--- config.mk ---
export PLATFORM = sky130hd
export DESIGN_NAME = stack_ctrl
export DESIGN_NICKNAME = d
export VERILOG_FILES = /design/src/rtl/stack_pkg.sv /design/src/rtl/stack_ctrl_rr_arb2.sv /design/src/rtl/stack_ctrl.sv
export SDC_FILE = /design/constraint.sdc
export NUM_CORES = 1
export LEC_CHECK = 0
export CAP_MARGIN = 20
export CORE_AREA = 5 5 93 95
export CTS_BUF_LIST = sky130_fd_sc_hd__clkbuf_4 sky130_fd_sc_hd__clkbuf_8
export DETAILED_ROUTE_END_ITERATION = 7
export DIE_AREA = 0 0 98 100
export PLACE_DENSITY = 0.82
export SLEW_MARGIN = 10
export SYNTH_ARGS = -nofsm -noshare
export SYNTH_HDL_FRONTEND = slang
export SYNTH_HIERARCHICAL = 1
export SYNTH_SLANG_ARGS = --single-unit
export TNS_END_PERCENT = 5
--- constraint.sdc ---
create_clock -name clk -period 3 [get_ports clk]
set_input_delay 0.6 -clock clk [delete_from_list [all_inputs] [get_ports clk]]
set_output_delay 0.6 -clock clk [all_outputs]
set_load 0.005 [all_outputs]
--- src/rtl/stack_pkg.sv ---
`default_nettype none
// +----------------------------------------------------------------------------+
// | Module      : stack_pkg                                                    |
// | Description : Shared definitions for the stack controller: FSM state       |
// |               encoding, push/pop operation codes and default sizing.       |
// |               The REJECT state exists only with STACK_CTRL_BOUNDS_EN.      |
// | Revision    : 1.0 - initial release                                        |
// +----------------------------------------------------------------------------+
package stack_pkg;

  localparam int DEPTH_DEF = 1024;
  localparam int DW_DEF    = 32;

  localparam logic OP_PUSH = 1'b0;
  localparam logic OP_POP  = 1'b1;

  typedef enum logic [2:0] {
    IDLE     = 3'd0,
    PUSH_WR  = 3'd1,
    POP_RD   = 3'd2,
    POP_RESP = 3'd3
`ifdef STACK_CTRL_BOUNDS_EN
    ,
    REJECT   = 3'd4
`endif
  } state_e;

endpackage : stack_pkg
`default_nettype wire

--- src/rtl/stack_ctrl_rr_arb2.sv ---
`default_nettype none
// +----------------------------------------------------------------------------+
// | Module      : rr_arb2                                                      |
// | Description : Two-input round-robin arbiter. On a conflict the requester   |
// |               not granted last wins; requester 0 wins the first conflict   |
// |               after reset. The priority pointer moves only when advance    |
// |               is high and a grant is actually issued.                      |
// | Ports       : clk, reset      - clock, synchronous active-high reset       |
// |               req[1:0]        - request vector                             |
// |               advance         - grant is being consumed this cycle         |
// |               gnt[1:0]        - combinational one-hot (or zero) grant      |
// | Revision    : 1.0 - initial release                                        |
// +----------------------------------------------------------------------------+
module rr_arb2 (
  input  logic       clk,
  input  logic       reset,
  input  logic [1:0] req,
  input  logic       advance,
  output logic [1:0] gnt
);

  // prio_q = 0 favours requester 0, 1 favours requester 1.
  logic prio_q;
  logic prio_d;

  always_comb begin
    gnt    = 2'b00;
    prio_d = prio_q;
    case (req)
      2'b01:   gnt = 2'b01;
      2'b10:   gnt = 2'b10;
      2'b11:   gnt = prio_q ? 2'b10 : 2'b01;
      default: gnt = 2'b00;
    endcase
    // Whoever just won gets lowest priority next time.
    if (advance && (gnt != 2'b00)) begin
      prio_d = gnt[0];
    end
  end

  always_ff @(posedge clk) begin
    if (reset) begin
      prio_q <= 1'b0;
    end else begin
      prio_q <= prio_d;
    end
  end

endmodule : rr_arb2
`default_nettype wire

--- src/rtl/stack_ctrl.sv ---
`default_nettype none
// +----------------------------------------------------------------------------+
// | Module      : stack_ctrl                                                   |
// | Description : Two-requester LIFO controller in front of a synchronous      |
// |               single-port RAM (one-cycle read latency). Push takes 2       |
// |               cycles (grant, write), pop takes 3 (grant, read, response).  |
// | Ports       : clk, reset           - clock, synchronous active-high reset  |
// |               req/op/wdata         - per-requester request, op, push data  |
// |               gnt/done/rdata/err   - grant, completion, pop data, reject   |
// |               mem_we/addr/wdata    - RAM write enable, address, data       |
// |               mem_rdata            - RAM read data                         |
// |               sp/full/empty        - entry count and status                |
// | Macro       : STACK_CTRL_BOUNDS_EN - enables overflow/underflow rejection  |
// |               (REJECT state, err, full). Without it sp wraps modulo DEPTH. |
// | Revision    : 1.0 - initial release                                        |
// +----------------------------------------------------------------------------+
module stack_ctrl
  import stack_pkg::*;
#(
  parameter int DEPTH = DEPTH_DEF,
  parameter int DW    = DW_DEF,
  localparam int AW   = $clog2(DEPTH)
) (
  input  logic            clk,
  input  logic            reset,
  input  logic [1:0]      req,
  input  logic [1:0]      op,
  input  logic [2*DW-1:0] wdata,
  output logic [1:0]      gnt,
  output logic [1:0]      done,
  output logic [DW-1:0]   rdata,
  output logic            err,
  output logic            mem_we,
  output logic [AW-1:0]   mem_addr,
  output logic [DW-1:0]   mem_wdata,
  input  logic [DW-1:0]   mem_rdata,
  output logic [AW:0]     sp,
  output logic            full,
  output logic            empty
);

`ifdef STACK_CTRL_BOUNDS_EN
  localparam int SPW = AW + 1;   // must represent DEPTH itself
`else
  localparam int SPW = AW;       // wraps modulo DEPTH
`endif

  state_e          state_q, state_d;
  logic [SPW-1:0]  sp_q, sp_d;
  logic            who_q, who_d;     // index of the requester being served
  logic [DW-1:0]   wdata_q, wdata_d;
  logic            done_pulse;

  logic            arb_en;
  logic [1:0]      arb_req;
  logic [1:0]      arb_gnt;
  logic            sel_op;
  logic [DW-1:0]   sel_wdata;
  logic [SPW-1:0]  sp_m1;

  // Arbitration only runs in IDLE and never while reset is asserted, so gnt
  // cannot pulse during reset or while an operation is in flight.
  assign arb_en  = (state_q == IDLE) && !reset;
  assign arb_req = req & {2{arb_en}};

  rr_arb2 u_arb (
    .clk     (clk),
    .reset   (reset),
    .req     (arb_req),
    .advance (arb_en),
    .gnt     (arb_gnt)
  );

  assign sel_op    = arb_gnt[1] ? op[1] : op[0];
  assign sel_wdata = arb_gnt[1] ? wdata[2*DW-1:DW] : wdata[DW-1:0];
  assign sp_m1     = sp_q - SPW'(1);

  assign sp    = (AW+1)'(sp_q);
  assign empty = (sp_q == '0);
`ifdef STACK_CTRL_BOUNDS_EN
  assign full  = (sp_q == SPW'(DEPTH));
`else
  assign full  = 1'b0;
`endif

  always_comb begin
    state_d    = state_q;
    sp_d       = sp_q;
    who_d      = who_q;
    wdata_d    = wdata_q;
    gnt        = 2'b00;
    done_pulse = 1'b0;
    err        = 1'b0;
    mem_we     = 1'b0;
    mem_addr   = sp_q[AW-1:0];
    mem_wdata  = wdata_q;
    rdata      = '0;

    case (state_q)
      IDLE: begin
        gnt = arb_gnt;
        if (arb_gnt != 2'b00) begin
          who_d   = arb_gnt[1];
          wdata_d = sel_wdata;
          state_d = (sel_op == OP_POP) ? POP_RD : PUSH_WR;
`ifdef STACK_CTRL_BOUNDS_EN
          if (((sel_op == OP_PUSH) && full) || ((sel_op == OP_POP) && empty)) begin
            state_d = REJECT;
          end
`endif
        end
      end
      PUSH_WR: begin
        mem_we     = 1'b1;
        mem_addr   = sp_q[AW-1:0];
        done_pulse = 1'b1;
        sp_d       = sp_q + SPW'(1);
        state_d    = IDLE;
      end
      POP_RD: begin
        mem_addr = sp_m1[AW-1:0];
        state_d  = POP_RESP;
      end
      POP_RESP: begin
        // Keep the address steady; the read data belongs to the POP_RD address.
        mem_addr   = sp_m1[AW-1:0];
        done_pulse = 1'b1;
        rdata      = mem_rdata;
        sp_d       = sp_m1;
        state_d    = IDLE;
      end
`ifdef STACK_CTRL_BOUNDS_EN
      REJECT: begin
        done_pulse = 1'b1;
        err        = 1'b1;
        state_d    = IDLE;
      end
`endif
      default: state_d = IDLE;
    endcase
  end

  assign done = done_pulse ? (who_q ? 2'b10 : 2'b01) : 2'b00;

  always_ff @(posedge clk) begin
    if (reset) begin
      state_q <= IDLE;
      sp_q    <= '0;
      who_q   <= 1'b0;
      wdata_q <= '0;
    end else begin
      state_q <= state_d;
      sp_q    <= sp_d;
      who_q   <= who_d;
      wdata_q <= wdata_d;
    end
  end

endmodule : stack_ctrl
`default_nettype wire

* After elaboration in Yosys (flattened, before gate mapping)
Cells that the tools add are included.
** Storage, ports and cells
- Register bits :: 47
- Bits of input ports :: 102
- Word-level logic and storage cells :: 40
** Cells by class
- $add $sub $neg :: 2
- Equality and inequality tests :: 7
- Muxes and demuxes :: 15
- Bitwise operators :: 1
- Reductions and logical operators :: 10
** Operator list (number)
- two-way mux 32 bit :: 2
- one-hot mux 10 bit (2 select lines) :: 1
- adder 10 x 1 -> 10 bit, second input constant :: 1
- zero test 10 bit :: 1
- two-way mux 10 bit :: 1
- two-way mux 2 bit :: 5
- subtractor 10 x 1 -> 10 bit, second input constant :: 1
- equality test 3 x 2 -> 1 bit, second input constant :: 2
- one-hot mux 2 bit (3 select lines) :: 1
- one-hot mux 3 bit (2 select lines) :: 1
- equality test 2 bit, second input constant :: 2
- nonzero test 2 bit :: 2
- OR reduction 2 bit :: 2
- equality test 3 x 1 -> 1 bit, second input constant :: 1
- zero test 3 bit :: 1
- two-way mux 1 bit :: 3
- two-way mux 3 bit :: 1
- AND 2 bit :: 1
- equality test 2 x 1 -> 1 bit, second input constant :: 1
- logical AND 1 bit :: 2
- != test 2 x 1 -> 1 bit, second input constant :: 1
- AND reduction 2 bit :: 1
- zero test 1 bit :: 1

* Depth between registers and ports, before layout
Gate-level depths: netlist (run 1).
- Depth after elaboration :: 9
- Depth in mapped cells :: 11
- Gate-level depth less buffers :: 8

* By module
Netlist (run 1), hierarchy kept.
** By module, submodules not included
- stack_ctrl :: times used 1, cells each 307, area each 2631.3 um^2
- rr_arb2 :: times used 1, cells each 7, area each 65.1 um^2

* Worst setup path after synthesis (run 1)
OpenSTA, ideal clock, no wires.
- Path type :: reg-to-reg
- Start :: register state_q[1]
- End :: register wdata_q[10] (netlist: mem_wdata[10])
- Library setup time :: 0.086 ns
- Arrival time :: 2.358 ns
- Slack :: 0.557 ns
- Stages on the path, launching flop included :: 12
- Buffers on the path :: 4
- Period minus slack after synthesis :: 2.443 ns
- Path through :: dfxtp_1 -> clkbuf_1 -> nor3_1 -> and2_1 -> a21boi_0 -> buf_4 -> nor3b_1 -> or2_2 -> buf_4 -> buf_4 -> nor2_1 -> a211oi_1
** Between the ends
- Cells in the longest elaborated chain, start to end :: 7
- Elaborated cells on any way between the ends :: 10
- Those cells by class :: 3 x eq/ne; 2 x mux; 1 x bitwise; 4 x reduce/logical
** RTL lines
- start, declared :: RTL line stack_ctrl.sv:48 : state_e state_q, state_d;
- start signal, assigned :: RTL line stack_ctrl.sv:152 : state_q <= state_d;
- zero test 3 bit * :: RTL line stack_ctrl.sv:63 : assign arb_en = (state_q == IDLE) && !reset;
- logical AND 1 bit * :: RTL line stack_ctrl.sv:63
- via arb_en :: RTL line stack_ctrl.sv:54 : logic arb_en;
- AND 2 bit * :: RTL line stack_ctrl.sv:64 : assign arb_req = req & {2{arb_en}};
- via arb_req[1] :: RTL line stack_ctrl.sv:55 : logic [1:0] arb_req;
- equality test 2 bit / equality test 2 x 1 -> 1 bit (equally long branches) :: RTL line stack_ctrl_rr_arb2.sv:29 : case (req)
- one-hot mux 2 bit (3 select lines) * :: RTL line stack_ctrl_rr_arb2.sv:29
- via arb_gnt[1] :: RTL line stack_ctrl.sv:56 : logic [1:0] arb_gnt;
- nonzero test 2 bit :: RTL line stack_ctrl.sv:102 : if (arb_gnt != 2'b00) begin
- AND reduction 2 bit (no source line)
- end signal, assigned :: RTL line stack_ctrl.sv:155 : wdata_q <= wdata_d;
- end, declared :: RTL line stack_ctrl.sv:51 : logic [DW-1:0] wdata_q, wdata_d;
The timed path passes the listed nets; every way through them passes the cells marked *.
A chain may end at the register's enable or synchronous reset.

* Worst setup path after layout (run 1)
- Start :: register state_q[1]
- End :: output port mem_addr[9]
** Between the ends
- Cells in the longest elaborated chain, start to end :: 3
- Elaborated cells on any way between the ends :: 4
- Those cells by class :: 2 x eq/ne; 1 x mux; 1 x reduce/logical
** RTL lines
- equality test 3 x 2 -> 1 bit :: RTL line stack_ctrl.sv:99 : case (state_q)
- OR reduction 2 bit (no source line) *
- two-way mux 10 bit * :: RTL line stack_ctrl.sv:99
- end, declared :: RTL line stack_ctrl.sv:34 : output logic [AW-1:0] mem_addr,
Mark *: on every way between the ends. The rest lies on a longest branch, timed or not.

==> results of run 1 <==
metal layers:
| metal | routed length (um) | GRT usage | part of all wire | vias up |
|---|---|---|---|---|
| met3 | 547 | 0.0445 | 0.060 | 16 |
| met5 | 0 | 0 | 0 | - |
| li1 | - | - | - | 1458 |
| met1 | 3440 | 0.194 | 0.38 | 1327 |
| met2 | 4980 | 0.342 | 0.54 | 91 |
| met4 | 196 | 0.0575 | 0.021 | 0 |
stage by stage:
step | total power [mW] | setup slack (ns) | cells | hold WS [ns]
after floorplan | 1.06 | 0.557 | 316 | 0.471
after global placement | 1.45 | 0.123 | 588 | 0.485
after CTS | 2.04 | 0.0232 | 596 | 0.505
final | 2.02 | 0.119 | 597 | 0.501
after global routing | 2.15 | 0.00240 | 597 | 0.529
after detailed placement | 1.48 | 0.111 | 588 | 0.493
flip-flops by register name, summed over array words and instances, names as in the netlist:
signal        count
u_arb/prio_q      1
who_q             1
state_q           2
sp_q             10
mem_wdata        32
where the power goes:
part	internal (mW)	leakage, nW	switching [mW]
logic	0.439	1.47	0.288
registers	0.686	0.378	0.0469
clock network	0.355	0.0714	0.208
total	1.48	1.91	0.543
repair_timing:
action / CTS / global route
setup endpoints to repair: 0 / 2
resized for setup: 0 / 3
setup buffers: 0 / 1
worst min-delay path: stages (launching register included):
cell and delay, ns:
dfxtp_1 0.32, nor2_1 0.09, a211oi_1 0.05
cell type report:
class | instances | share of cell area
inverter | 6 | 0.00465
clock buffer | 6 | 0.0171
multi-input combinational | 231 | 0.332
clock inverter | 2 | 0.0124
timing repair buffer | 204 | 0.417
sequential | 46 | 0.190
tap | 102 | 0.0264
path summary, 6_finish.rpt:
path,start,end,slack [ns],depth (start not counted)
min reg2reg,mem_wdata[4],mem_wdata[4],0.50,2
max,state_q[1],mem_addr[9],0.12,5
min,mem_wdata[4],mem_wdata[4],0.50,2
max reg2reg,state_q[1],mem_wdata[16],0.81,9
cells by family after synthesis:
group / synth area share
AOI/OAI and AO/OA: 0.131
xor gates and xnor gates: 0.0455
adders and majority gates: 0.00928
buffers and inverters: 0.0715
DFF: 0.342
muxes: 0.145
other: 0.00139
and+or+nand+nor: 0.254
placed cells by master, fill, tap and decap left out, types with 2 or more instances in the layout:
| cell | synthesis | routed |
|---|---|---|
| or3_1 | 2 | 2 |
| mux2i_1 | 32 | 32 |
| xor2_1 | 7 | 7 |
| a31oi_1 | 2 | 2 |
| a21oi_1 | 2 | 2 |
| nand2_1 | 8 | 8 |
| xnor2_1 | 7 | 7 |
| and4b_2 | 2 | 2 |
| mux2_2 | 5 | 5 |
| nor3_1 | 4 | 3 |
| buf_4 | 8 | 12 |
| conb_1 | 1 | 3 |
| o21ai_0 | 2 | 2 |
| nand4_1 | 2 | 2 |
| and2_1 | 3 | 3 |
| nor2_1 | 52 | 52 |
| a211oi_1 | 34 | 34 |
| bufinv_16 | 0 | 2 |
| clkbuf_8 | 0 | 6 |
| nand3_1 | 2 | 2 |
| clkdlybuf4s50_1 | 0 | 189 |
| nor3b_1 | 2 | 2 |
| and3_1 | 33 | 33 |
| a21boi_0 | 4 | 3 |
| dfxtp_1 | 46 | 46 |
| nor2b_1 | 6 | 6 |
| inv_1 | 6 | 6 |
==> impl_metrics.ini, run 1 <==
[floorplan]
core_mm2 = 0.00765
ioPinCount = 195
std_cell_rows = 32
die_y_um = 100
fp.dieArea_mm2 = 0.00980
start_util = 0.353
die_w_um = 98

[global_routing]
grt.overflow.total = 0
track_usage = 0.180
grt_pass1_wl_um = 14400
antenna_found_initial = 0
grt_max_degree = 52
grt_pass1_vias = 2926

[layout]
num_antenna_cells = 0
drive_above_1_share = 0.0808
num-fill-cells = 656
layout.nets = 598
post-route-util = 0.633
final-seq-area_um2 = 921
area_growth_syn_to_layout_pct = 79.6
multi_input_area_mm2 = 0.00161
design_area_mm2 = 0.00484

[timing]
report.final.setup_viol = 0
worst_slew_pin_slew_ns = 0.567
max-slew-margin-rel = 0.622
min_period_ns = 2.88
hold_viol_final = 0
rsz0062_at_grt = no
slew_viol_final = 0
setup_tns_ns = 0
fin_crit_sh = 0.960
fin_skew_ns = 0.00469
fmax_mhz = 347

[detailed_routing]
drt_wl_total_um = 9160
via_per_inst = 4.84
vias = 2892
drt-initial-drc-count = 108
drc = 0
first_pass_iters = 4
drtAntennaViolNets = 0
detail_route.wl_per_cell_um = 15.3

[clock_tree]
clkSinkCount = 46
cts_hold_buf = 0
cts_max_path_buffers = 2
cts-root-buf = clkbuf_8
clk_latency_ns = 0.29
htreeDepth = 2
clk_pin_slew_ns = 0.09
numCtsBuffers = 5
cts_tree = yes

[placement]
port_buffers = 191
post_dp_cell_area_mm2 = 0.00468
place.gp.congestion = 0.910
dp_hpwl_um = 7260

[logic_synthesis]
synth_cell_types = 44
synth_async_sr_flop_share = 0
yosysMostFrequentCell = nor2_1
syn-instance-count = 314
synth_edf_count = 0
yosysTopAreaCell = dfxtp_1
synth_top_area_share = 0.342
synthFlopType = dfxtp_1
synth_area_mm2 = 0.00270
seq_area_frac_synth = 0.342
synth_area_leaders = dfxtp_1 34%, mux2i_1 12%, a211oi_1 9.5%, and3_1 7.7%, nor2_1 7.2%
yosys_warnings = 6
synthTopCellsByCount = 52 x nor2_1, 46 x dfxtp_1, 34 x a211oi_1
ys_seq_elements = 46
syn_area_per_cell_um2 = 8.59

[setup_path]
cp_slowest_cell = clkdlybuf4s50_1
crit_fanout = 8
path_class = flip-flop to output pin
crit_required_ns = 2.40
cp_data_arrival_time_ns = 2.28
critPathMaxStageDelay_ns = 0.53
critPathTopFamily = simple AND/OR/NAND/NOR gates
start_kind = flip-flop
path_cells = nor4b_2, nand2_1, or3_1, xnor2_1, clkdlybuf4s50_1
path_buf_inv = 1
worst_setup_path_end_kind = output pin

[power_and_ir_drop]
power.density_mw_per_mm2 = 418
ir_drop_mv = 0.236
leakage_nw = 1.91

[run]
drv_cap = 0

[status]
status = finished clean

[hold_path]
min_path_type = flip-flop to flip-flop
(Power assumes the default switching activity.)
==> run 2, diff against run 1 <==
ABC_CLOCK_PERIOD_IN_PS = 3000   (was not set)
REMOVE_ABC_BUFFERS = 1   (was not set)
==> impl_metrics.ini, run 2 (same netlist as run 1, synthesis figures left out) <==
[hold_path]
hold_path_depth = 2
min_path_type = flip-flop to flip-flop

[detailed_routing]
via_per_inst = 4.94
vias = 2930
drc = 0
drt-initial-drc-count = 67
drt_wl_total_um = 8800
detail_route.wl_per_cell_um = 14.8
first_pass_iters = 4
drtAntennaViolNets = 0

[global_routing]
grt_max_degree = 65
grt.overflow.total = 0
grt_pass1_vias = 2844
antenna_found_initial = 0
grt_pass1_wl_um = 13700
track_usage = 0.170

[layout]
largest_reg_flops = 32
layout.nets = 595
area_growth_syn_to_layout_pct = 76.8
final_cell_mix = 188 x clkdlybuf4s50_1, 52 x nor2_1, 44 x dfxtp_1
post-route-util = 0.624
mostFrequentLayoutCell = clkdlybuf4s50_1
drive_above_1_share = 0.0794
finalNonFillerCells = 593
num_antenna_cells = 0
design_area_mm2 = 0.00477

[timing]
fin_skew_ns = 0.00847
slew_viol_final = 0
report.final.setup_viol = 0
min_period_ns = 2.86
fin_crit_sh = 0.954
fmax_mhz = 350
fin_hold_ws_ns = 0.497
hold_viol_final = 0
rsz0062_at_grt = no
max-slew-margin-rel = 0.625
worst_slew_pin_slew_ns = 0.562

[placement]
place.gp.congestion = 0.900
port_buffers = 191
dp_hpwl_um = 6950
placedCellCount = 585
post_dp_cell_area_mm2 = 0.00466

[floorplan]
die_y_um = 100
ioPinCount = 195
start_util = 0.353
std_cell_rows = 32
die_w_um = 98
fp.dieArea_mm2 = 0.00980
core_mm2 = 0.00765

[setup_path]
cp_slowest_cell = clkdlybuf4s50_1
crit_top_cell = or3_1
path_class = flip-flop to output pin
worst_r2r_path_depth = 9
cp_data_arrival_time_ns = 2.26
crit_required_ns = 2.40
critPathTopFamily = simple AND/OR/NAND/NOR gates
path_cells = or3_1, or3_1, xnor2_1, clkdlybuf4s50_1
worst_setup_path_end_kind = output pin
path_buf_inv = 1
crit_fanout = 9
cp.depth = 4
start_kind = flip-flop
critPathMaxStageDelay_ns = 0.52

[clock_tree]
cts-root-buf = clkbuf_8
clkSinkCount = 46
clk_pin_slew_ns = 0.09
numCtsBuffers = 5
htreeDepth = 2
cts_tree = yes
cts_max_path_buffers = 2
clk_latency_ns = 0.29

[power_and_ir_drop]
leakage_nw = 1.88
ir_drop_mv = 0.192
total_power_mw = 1.82
power.density_mw_per_mm2 = 381

[status]
status = finished clean

[run]
drv_cap = 0
-- run 2: changes by cell type in the layout (fill, tap and decap cells not counted) --
cell,previous run,this run
dfxtp_1,46,44
dfxtp_2,0,2
clkbuf_4,0,1
clkdlybuf4s50_1,189,188
nor4_2,0,1
dlygate4sd2_1,0,1
buf_4,12,9
nor4_1,1,0
bufinv_16,2,0
clkinvlp_4,0,1
clkbuf_8,6,5
-- run 2: final timing paths --
kind                                     from             to  slack [ns]
worst max-delay path                  sp_q[5]    mem_addr[9]        0.14
worst min-delay path            mem_wdata[10]  mem_wdata[10]        0.50
worst max register to register     state_q[1]  mem_wdata[19]        0.75
worst min register to register  mem_wdata[10]  mem_wdata[10]        0.50
-- run 2: per-layer routing --
| metal | GRT usage | vias up | routed length, um |
|---|---|---|---|
| li1 | - | 1459 | - |
| met1 | 0.179 | 1297 | 3270 |
| met2 | 0.310 | 160 | 4380 |
| met3 | 0.0695 | 14 | 998 |
| met4 | 0.0501 | 0 | 141 |
| met5 | 0 | - | 0 |
-- run 2: per-stage QoR --
| step | worst slack [ns] | setup TNS [ns] |
|---|---|---|
| 2_1_floorplan | -3.51 | -123.28 |
| 3_3_place_gp | 0.161 | 0 |
| 3_5_place_dp | 0.0492 | 0 |
| 4_1_cts | 0.0423 | 0 |
| 5_1_grt | 0.0630 | 0 |
| 6_report | 0.139 | 0 |
-- run 2: tightest hold or removal path, delay by kind of cell (launching register included) --
family	cells	cell delay [ns]
flip-flops	1	0.31
AO/OA/AOI/OAI	1	0.05
AND/OR/NAND/NOR	1	0.09
-- run 2: layout make-up --
class	instances	area (um^2)
fill	647	2880
sequential	46	923
clock inverter	1	7.51
timing repair buffer	201	2000
inverter	6	22.5
tap	102	128
multi-input combinational	231	1620
clock buffer	6	76.3
-- run 2: timing repair --
| item | in CTS | in global routing |
|---|---|---|
| resized for setup | 4 | 3 |
| endpoints found under the setup margin | 2 | 4 |
| buffers inserted | 1 | 0 |
| hold buffers | 0 | 0 |
| pin swaps | 1 | 0 |
| cloned | 0 | 0 |
-- run 2: where the power goes --
part	internal, mW	switching, mW	total [mW]
Combinational	0.432	0.281	0.713
Clock	0.169	0.200	0.369
Sequential	0.686	0.0503	0.737
Total	1.29	0.531	1.82
==> run 3, diff against run 2 <==
CAP_MARGIN = not set   (was 20)
==> results of run 3 <==
The final DEF is identical to that of run 2; final timing and power are the same.
